[config.mk]
export PLATFORM = sky130hd
export DESIGN_NAME = program_loader
export DESIGN_NICKNAME = d
export VERILOG_FILES = /design/src/rtl/program_loader_pkg.sv /design/src/rtl/program_loader.sv
export SDC_FILE = /design/constraint.sdc
export NUM_CORES = 1
export LEC_CHECK = 0
export ABC_CLOCK_PERIOD_IN_PS = 2500
export CELL_PAD_IN_SITES_DETAIL_PLACEMENT = 0
export CELL_PAD_IN_SITES_GLOBAL_PLACEMENT = 1
export CORE_MARGIN = 3
export CORE_UTILIZATION = 30
export CTS_BUF_LIST = sky130_fd_sc_hd__clkbuf_16
export DETAILED_ROUTE_END_ITERATION = 8
export DONT_BUFFER_PORTS = 1
export GPL_TIMING_DRIVEN = 0
export PLACE_DENSITY_LB_ADDON = 0.05
export SLEW_MARGIN = 20
export SYNTH_ARGS = -nofsm -noshare
export SYNTH_HDL_FRONTEND = slang
export SYNTH_SLANG_ARGS = --single-unit
[constraint.sdc]
create_clock -name i_clk -period 2.5 [get_ports i_clk]
set_input_delay 0.25 -clock i_clk [delete_from_list [all_inputs] [get_ports i_clk]]
set_output_delay 0.25 -clock i_clk [all_outputs]
set_load 0.05 [all_outputs]
[src/rtl/program_loader_pkg.sv]
`default_nettype none
// ============================================================================
// Module      : program_loader_pkg
// Description : Shared definitions for the program loader. Holds the loader
//               state encoding and the default frame start marker.
// Revision    : 1.0 - initial release
// ============================================================================
package program_loader_pkg;

    // Default frame start marker
    localparam logic [7:0] SYNC_BYTE_DEFAULT = 8'hA5;

    // State encoding
    localparam int         STATE_W      = 3;
    localparam logic [2:0] ST_IDLE_ENC    = 3'd0;
    localparam logic [2:0] ST_LEN_HI_ENC  = 3'd1;
    localparam logic [2:0] ST_LEN_LO_ENC  = 3'd2;
    localparam logic [2:0] ST_WORD_HI_ENC = 3'd3;
    localparam logic [2:0] ST_WORD_LO_ENC = 3'd4;
    localparam logic [2:0] ST_WRITE_ENC   = 3'd5;
    localparam logic [2:0] ST_CHK_ENC     = 3'd6;

    typedef enum logic [STATE_W-1:0] {
        ST_IDLE    = ST_IDLE_ENC,
        ST_LEN_HI  = ST_LEN_HI_ENC,
        ST_LEN_LO  = ST_LEN_LO_ENC,
        ST_WORD_HI = ST_WORD_HI_ENC,
        ST_WORD_LO = ST_WORD_LO_ENC,
        ST_WRITE   = ST_WRITE_ENC,
        ST_CHK     = ST_CHK_ENC
    } loader_state_t;

endpackage : program_loader_pkg
`default_nettype wire

[src/rtl/program_loader.sv]
`default_nettype none
// ============================================================================
// Module      : program_loader
// Description : Receives a framed program image as a byte stream and writes
//               it word by word into the instruction memory write port. The
//               core is held while loading; completion is pulsed on o_done,
//               a bad frame raises the sticky o_error.
//               Frame: SYNC, LEN_HI, LEN_LO, LEN x (WORD_HI, WORD_LO), CHK.
// Ports       : i_clk        system clock
//               i_rst        asynchronous active-high reset
//               i_rx_valid   byte available on i_rx_data
//               i_rx_data    received byte
//               o_rx_ready   byte accepted when valid && ready
//               o_wr_en      instruction memory write strobe
//               o_wr_addr    write address
//               o_wr_data    write data (16 bit)
//               o_core_hold  core must not fetch while high
//               o_done       one-cycle pulse, image loaded and checksum good
//               o_error      sticky, last frame failed (checksum or length)
// Revision    : 1.0 - initial release
// ============================================================================
module program_loader
    import program_loader_pkg::*;
#(
    parameter int         ADDR_WIDTH = 8,
    parameter logic [7:0] SYNC_BYTE  = SYNC_BYTE_DEFAULT
) (
    input  logic                  i_clk,
    input  logic                  i_rst,
    input  logic                  i_rx_valid,
    input  logic [7:0]            i_rx_data,
    output logic                  o_rx_ready,
    output logic                  o_wr_en,
    output logic [ADDR_WIDTH-1:0] o_wr_addr,
    output logic [15:0]           o_wr_data,
    output logic                  o_core_hold,
    output logic                  o_done,
    output logic                  o_error
);

    // One extra address bit so a full 2^ADDR_WIDTH image can be counted
    localparam int          CNT_W       = ADDR_WIDTH + 1;
    localparam logic [16:0] C_MAX_WORDS = 17'(1) << ADDR_WIDTH;

    loader_state_t     r_state,     w_state_nxt;
    logic [15:0]       r_len,       w_len_nxt;
    logic [CNT_W-1:0]  r_addr,      w_addr_nxt;
    logic [7:0]        r_sum,       w_sum_nxt;
    logic [7:0]        r_hi,        w_hi_nxt;
    logic [15:0]       r_wr_data,   w_wr_data_nxt;
    logic              r_wr_en,     w_wr_en_nxt;
    logic              r_rx_ready,  w_rx_ready_nxt;
    logic              r_hold,      w_hold_nxt;
    logic              r_done,      w_done_nxt;
    logic              r_error,     w_error_nxt;

    logic              w_xfer;
    logic [7:0]        w_sum_add;
    logic [CNT_W-1:0]  w_addr_inc;
    logic              w_last;
    logic [15:0]       w_len_full;

    assign w_xfer     = i_rx_valid & r_rx_ready;
    assign w_sum_add  = r_sum + i_rx_data;
    assign w_addr_inc = r_addr + CNT_W'(1);
    // Last word when the post-increment count reaches LEN
    assign w_last     = (17'(w_addr_inc) == {1'b0, r_len});
    assign w_len_full = {r_len[15:8], i_rx_data};

    // ------------------------------------------------------------------
    // State and datapath registers
    // ------------------------------------------------------------------
    always_ff @(posedge i_clk or posedge i_rst) begin
        if (i_rst) begin
            r_state    <= ST_IDLE;
            r_len      <= '0;
            r_addr     <= '0;
            r_sum      <= '0;
            r_hi       <= '0;
            r_wr_data  <= '0;
            r_wr_en    <= 1'b0;
            r_rx_ready <= 1'b1;
            r_hold     <= 1'b0;
            r_done     <= 1'b0;
            r_error    <= 1'b0;
        end else begin
            r_state    <= w_state_nxt;
            r_len      <= w_len_nxt;
            r_addr     <= w_addr_nxt;
            r_sum      <= w_sum_nxt;
            r_hi       <= w_hi_nxt;
            r_wr_data  <= w_wr_data_nxt;
            r_wr_en    <= w_wr_en_nxt;
            r_rx_ready <= w_rx_ready_nxt;
            r_hold     <= w_hold_nxt;
            r_done     <= w_done_nxt;
            r_error    <= w_error_nxt;
        end
    end

    // ------------------------------------------------------------------
    // Next-state and registered-output logic
    // ------------------------------------------------------------------
    always_comb begin
        w_state_nxt   = r_state;
        w_len_nxt     = r_len;
        w_addr_nxt    = r_addr;
        w_sum_nxt     = r_sum;
        w_hi_nxt      = r_hi;
        w_wr_data_nxt = r_wr_data;
        w_wr_en_nxt   = 1'b0;
        w_hold_nxt    = r_hold;
        w_done_nxt    = 1'b0;
        w_error_nxt   = r_error;

        case (r_state)
            ST_IDLE: begin
                // Anything other than the start marker is discarded
                if (w_xfer && (i_rx_data == SYNC_BYTE)) begin
                    w_error_nxt = 1'b0;
                    w_hold_nxt  = 1'b1;
                    w_addr_nxt  = '0;
                    w_sum_nxt   = '0;
                    w_state_nxt = ST_LEN_HI;
                end
            end

            ST_LEN_HI: begin
                if (w_xfer) begin
                    w_len_nxt   = {i_rx_data, r_len[7:0]};
                    w_sum_nxt   = w_sum_add;
                    w_state_nxt = ST_LEN_LO;
                end
            end

            ST_LEN_LO: begin
                if (w_xfer) begin
                    w_len_nxt = w_len_full;
                    w_sum_nxt = w_sum_add;
                    if ({1'b0, w_len_full} > C_MAX_WORDS) begin
                        // Oversized image: hold stays high, memory untouched
                        w_error_nxt = 1'b1;
                        w_state_nxt = ST_IDLE;
                    end else if (w_len_full == 16'd0) begin
                        w_state_nxt = ST_CHK;
                    end else begin
                        w_state_nxt = ST_WORD_HI;
                    end
                end
            end

            ST_WORD_HI: begin
                if (w_xfer) begin
                    w_hi_nxt    = i_rx_data;
                    w_sum_nxt   = w_sum_add;
                    w_state_nxt = ST_WORD_LO;
                end
            end

            ST_WORD_LO: begin
                if (w_xfer) begin
                    w_wr_data_nxt = {r_hi, i_rx_data};
                    w_sum_nxt     = w_sum_add;
                    w_wr_en_nxt   = 1'b1;
                    w_state_nxt   = ST_WRITE;
                end
            end

            ST_WRITE: begin
                // The strobe is already up for this cycle; advance address
                w_addr_nxt  = w_addr_inc;
                w_state_nxt = w_last ? ST_CHK : ST_WORD_HI;
            end

            ST_CHK: begin
                if (w_xfer) begin
                    w_sum_nxt = w_sum_add;
                    if (w_sum_add == 8'd0) begin
                        w_done_nxt = 1'b1;
                        w_hold_nxt = 1'b0;
                    end else begin
                        // Memory may hold a partial image: keep core held
                        w_error_nxt = 1'b1;
                    end
                    w_state_nxt = ST_IDLE;
                end
            end

            default: begin
                w_state_nxt = ST_IDLE;
            end
        endcase

        // Ready is registered, so it is derived from the upcoming state
        w_rx_ready_nxt = (w_state_nxt != ST_WRITE);
    end

    assign o_rx_ready  = r_rx_ready;
    assign o_wr_en     = r_wr_en;
    assign o_wr_addr   = r_addr[ADDR_WIDTH-1:0];
    assign o_wr_data   = r_wr_data;
    assign o_core_hold = r_hold;
    assign o_done      = r_done;
    assign o_error     = r_error;

endmodule : program_loader
`default_nettype wire

==> results.py <==
metrics = {
    "outcome": {
        "status": "finished clean",
    },
    "routing": {
        "routed_via_density": 4.998,
        "wl_per_cell_um": 17.93,
        "drt-total-wl_mm": 8.049,
        "dr.first_iter.drc_count": 57,
        "drtAntennaViolNets": 0,
        "drtPass1Iterations": 4,
        "drc": 0,
        "vias": 2244,
    },
    "synthesis": {
        "synth_flop_cell": "dfrtp_1",
        "synth_area_per_cell_sq_um": 11.24,
        "synth.cell_area_sq_um": 3327,
        "ys_ff_latch": 65,
        "syn_nets": 316,
        "ys_top_cells_by_area": "dfrtp_1 (48%), mux2_2 (14%), xnor2_1 (3.2%)",
        "synth_async_sr_flop_share_pct": 100.0,
        "synthCells": 296,
        "synth-edff-count": 0,
        "synth.largest_area_cell": "dfrtp_1",
        "yosys.area.top_type_share_pct": 48.14,
        "yosys_warnings": 0,
        "synth-seq-area-share_pct": 48.93,
        "yosysUniqueCellTypes": 49,
    },
    "die": {
        "initial_utilization_pct": 31.52,
        "die_h_um": 111.3,
        "die_w_um": 111.3,
        "fp.dieArea_sq_um": 12390,
        "io_pins": 40,
        "core.rowCount": 37,
        "core_area_sq_um": 10560,
    },
    "global_route": {
        "grt_usage_pct": 13.65,
        "grt.overflow.total": 0,
        "use_met3_pct": 5.131,
        "gr-max-usage-layer": "met2",
        "use_met2_pct": 19.74,
        "grt_start_max_net_pins": 54,
        "antenna_found_initial": 0,
        "grt_util_met1_pct": 19.00,
        "grt_pass1_wl_mm": 13.11,
        "grt_pass1_vias": 2261,
    },
    "setup_path": {
        "r2r-start": "r_sum[0]",
        "start_kind": "flop",
        "worstPathMaxFanout": 3,
        "cp.arrival_ps": 2500,
        "r2r_end": "o_error",
        "worstPathCellList": "ha_1 > fa_2 > a211oi_1 > o21bai_1 > a21oi_1 > xnor2_1 > and4bb_4 > a311oi_1",
        "path_buf_inv": 0,
        "critPathKind": "flop to flop",
        "cpLargestDelayFamily": "compound AO/OA/AOI/OAI gates",
        "cp_slowest_cell": "dfrtp_1",
        "required_ps": 2720,
        "r2r_setup_slack_ps": 220,
        "slowest_delay_ps": 370,
        "end_kind": "flop",
        "r2r_cells": 8,
    },
    "placed_design": {
        "globalplace.congestion": 0.7217,
        "dp.final_hpwl_mm": 5.718,
        "io_buffers": 0,
        "placed_cells": 433,
    },
    "timing": {
        "hold_violations": 0,
        "hold_ws_ps": 73.63,
        "drv_slew": 0,
        "worstMarginPinSlew_ps": 891.6,
        "fin_crit_ps": 2278,
        "fin_tns_setup_ps": 0,
        "fmax_mhz": 439.0,
        "skew_ps": 6.221,
        "slew-limit-headroom_pct": 40.10,
        "timing.final.crit_share_pct": 91.11,
        "rsz0062_at_grt": "false",
        "setup_violations": 0,
    },
    "cells_and_area": {
        "fin_nets": 329,
        "utilization_pct": 36.24,
        "stdcell_count": 449,
        "syn2layout_area_growth_pct": 14.97,
        "final_cell_mix": "dfrtp_1 (64), mux2_2 (40), nand2_1 (24)",
        "diodes": 0,
        "layout_commonest_cell": "dfrtp_1",
        "final.fill_count": 1077,
        "drive_above_1_share_pct": 27.16,
    },
    "power": {
        "swShare_pct": 38.25,
        "p_seq_share_pct": 42.9,
        "max-vdd-ir-drop_mv": 0.5629,
        "intPower_mw": 2.850,
        "p_clk_share_pct": 26.2,
        "pwr-share-comb_pct": 30.9,
        "leakagePower_nw": 1.697,
        "power_switching_mw": 1.766,
        "p_per_area_nw_per_um2": 1207,
    },
    "clock_tree": {
        "cts_max_path_buffers": 2,
        "clk_latency_ps": 320,
        "htreeDepth": 3,
        "cts_sinks": 65,
        "cts_made_buffers": 9,
        "path_clk_slew_ps": 50,
        "cts_tree": "yes",
        "root_buffer": "clkbuf_16",
    },
    "min_path": {
        "hold_start": "i_rx_data[1]",
        "hold_path_depth": 1,
        "hp-class": "input pin to flop",
        "min_to": "o_wr_data[1]",
    },
    "run": {
        "drv_cap": 0,
    },
}
==> what timing repair did <==
action / 4_1_cts / 5_1_grt
gates resized for setup: 0 / 1
buffers inserted: 0 / 0
hold buffers: 1 / 0
endpoints found under the setup margin: 0 / 1
endpoints found under the hold margin: 12 / 0
==> worst register-to-register path: stages, from the launching register on <==
cell      delay (ps)
dfrtp_1          370
ha_1             210
fa_2             370
a211oi_1         240
o21bai_1         120
a21oi_1          180
xnor2_1          180
and4bb_4         240
a311oi_1         270
==> area by class of cell <==
cell class	instances	area (sq um)	area share (%)
clock buffer	9	225.2	5.888
multi-input combinational	204	1562	40.82
tap	136	170.2	4.449
inverter	8	32.53	0.8505
buffer	19	110.1	2.879
timing repair buffer	2	37.54	0.9814
sequential	65	1628	42.56
clock inverter	6	60.06	1.570
==> synth_stat cells (2+ instances only) <==
cell and n:
inv_1 8, a211oi_1 3, nor3b_1 2, a21o_1 4, or3_1 2, o31ai_1 2
buf_2 7, buf_4 8, o21bai_1 2, nor2_2 2, ha_1 8, o21ai_0 15
nor3_1 3, or4_4 2, o21ai_1 3, nor2_1 14, nor4_4 2, o22ai_1 10
nor2b_1 3, nand4_1 3, nand3_1 7, and2_1 2, nand2_1 24, xor2_1 6
a21oi_1 6, mux2_2 40, a31oi_1 7, xnor2_1 12, dfrtp_1 64, nand4b_1 2
o41ai_1 2, clkbuf_1 4
==> worst max-delay path by stage <==
| stage | startpoint | end | slack, ps | cells after the start |
|---|---|---|---|---|
| floorplan | r_sum[0] | o_error | 360 | 8 |
| global placement | i_rst | r_len[12] | -300 | 1 |
| detailed placement | r_sum[0] | o_error | 130 | 8 |
| CTS | r_sum[0] | o_error | 120 | 8 |
| global route | r_sum[0] | o_error | 80 | 8 |
| finish | r_sum[0] | o_error | 220 | 8 |
==> power by group through the flow <==
stage / combinational, mW / clock, mW / sequential (mW)
6_report: 1.43 / 1.21 / 1.98
4_1_cts: 1.44 / 1.26 / 1.99
3_5_place_dp: 1.44 / 0 / 2.00
5_1_grt: 1.61 / 1.31 / 2.04
3_3_place_gp: 1.42 / 0 / 2.00
2_1_floorplan: 1.20 / 0 / 1.91
==> state kept, by name (all words and copies together) (netlist names), 3 cells and up <==
register	count
o_wr_data	16
r_addr	9
r_sum	8
r_len	16
r_state	3
r_hi	8
==> cells by family (layout without fill, tap and decap cells) <==
| group | after synthesis | after routing | share of synthesized area [%] |
|---|---|---|---|
| compound gates | 60 | 60 | 11.47 |
| buf+inv | 27 | 44 | 4.212 |
| mux | 40 | 40 | 13.54 |
| xor+xnor | 18 | 18 | 4.739 |
| flops | 65 | 65 | 48.93 |
| simple gates | 77 | 77 | 13.50 |
| fa+ha+maj | 9 | 9 | 3.611 |
==> stage by stage <==
stage	setup slack, ps	power, mW	cell area, sq um
floorplan	363.3	3.114	3327
global placement	-298.7	3.421	3497
detailed placement	129.0	3.442	3527
CTS	116.0	4.689	3822
global route	77.03	4.951	3825
finish	222.2	4.616	3825
==> metal layers <==
metal,vias up,routed length (um)
met4,0,67
li1,1097,-
met5,-,0
met2,37,3579
met1,1105,3919
met3,5,483
(Power assumes the default switching activity.)
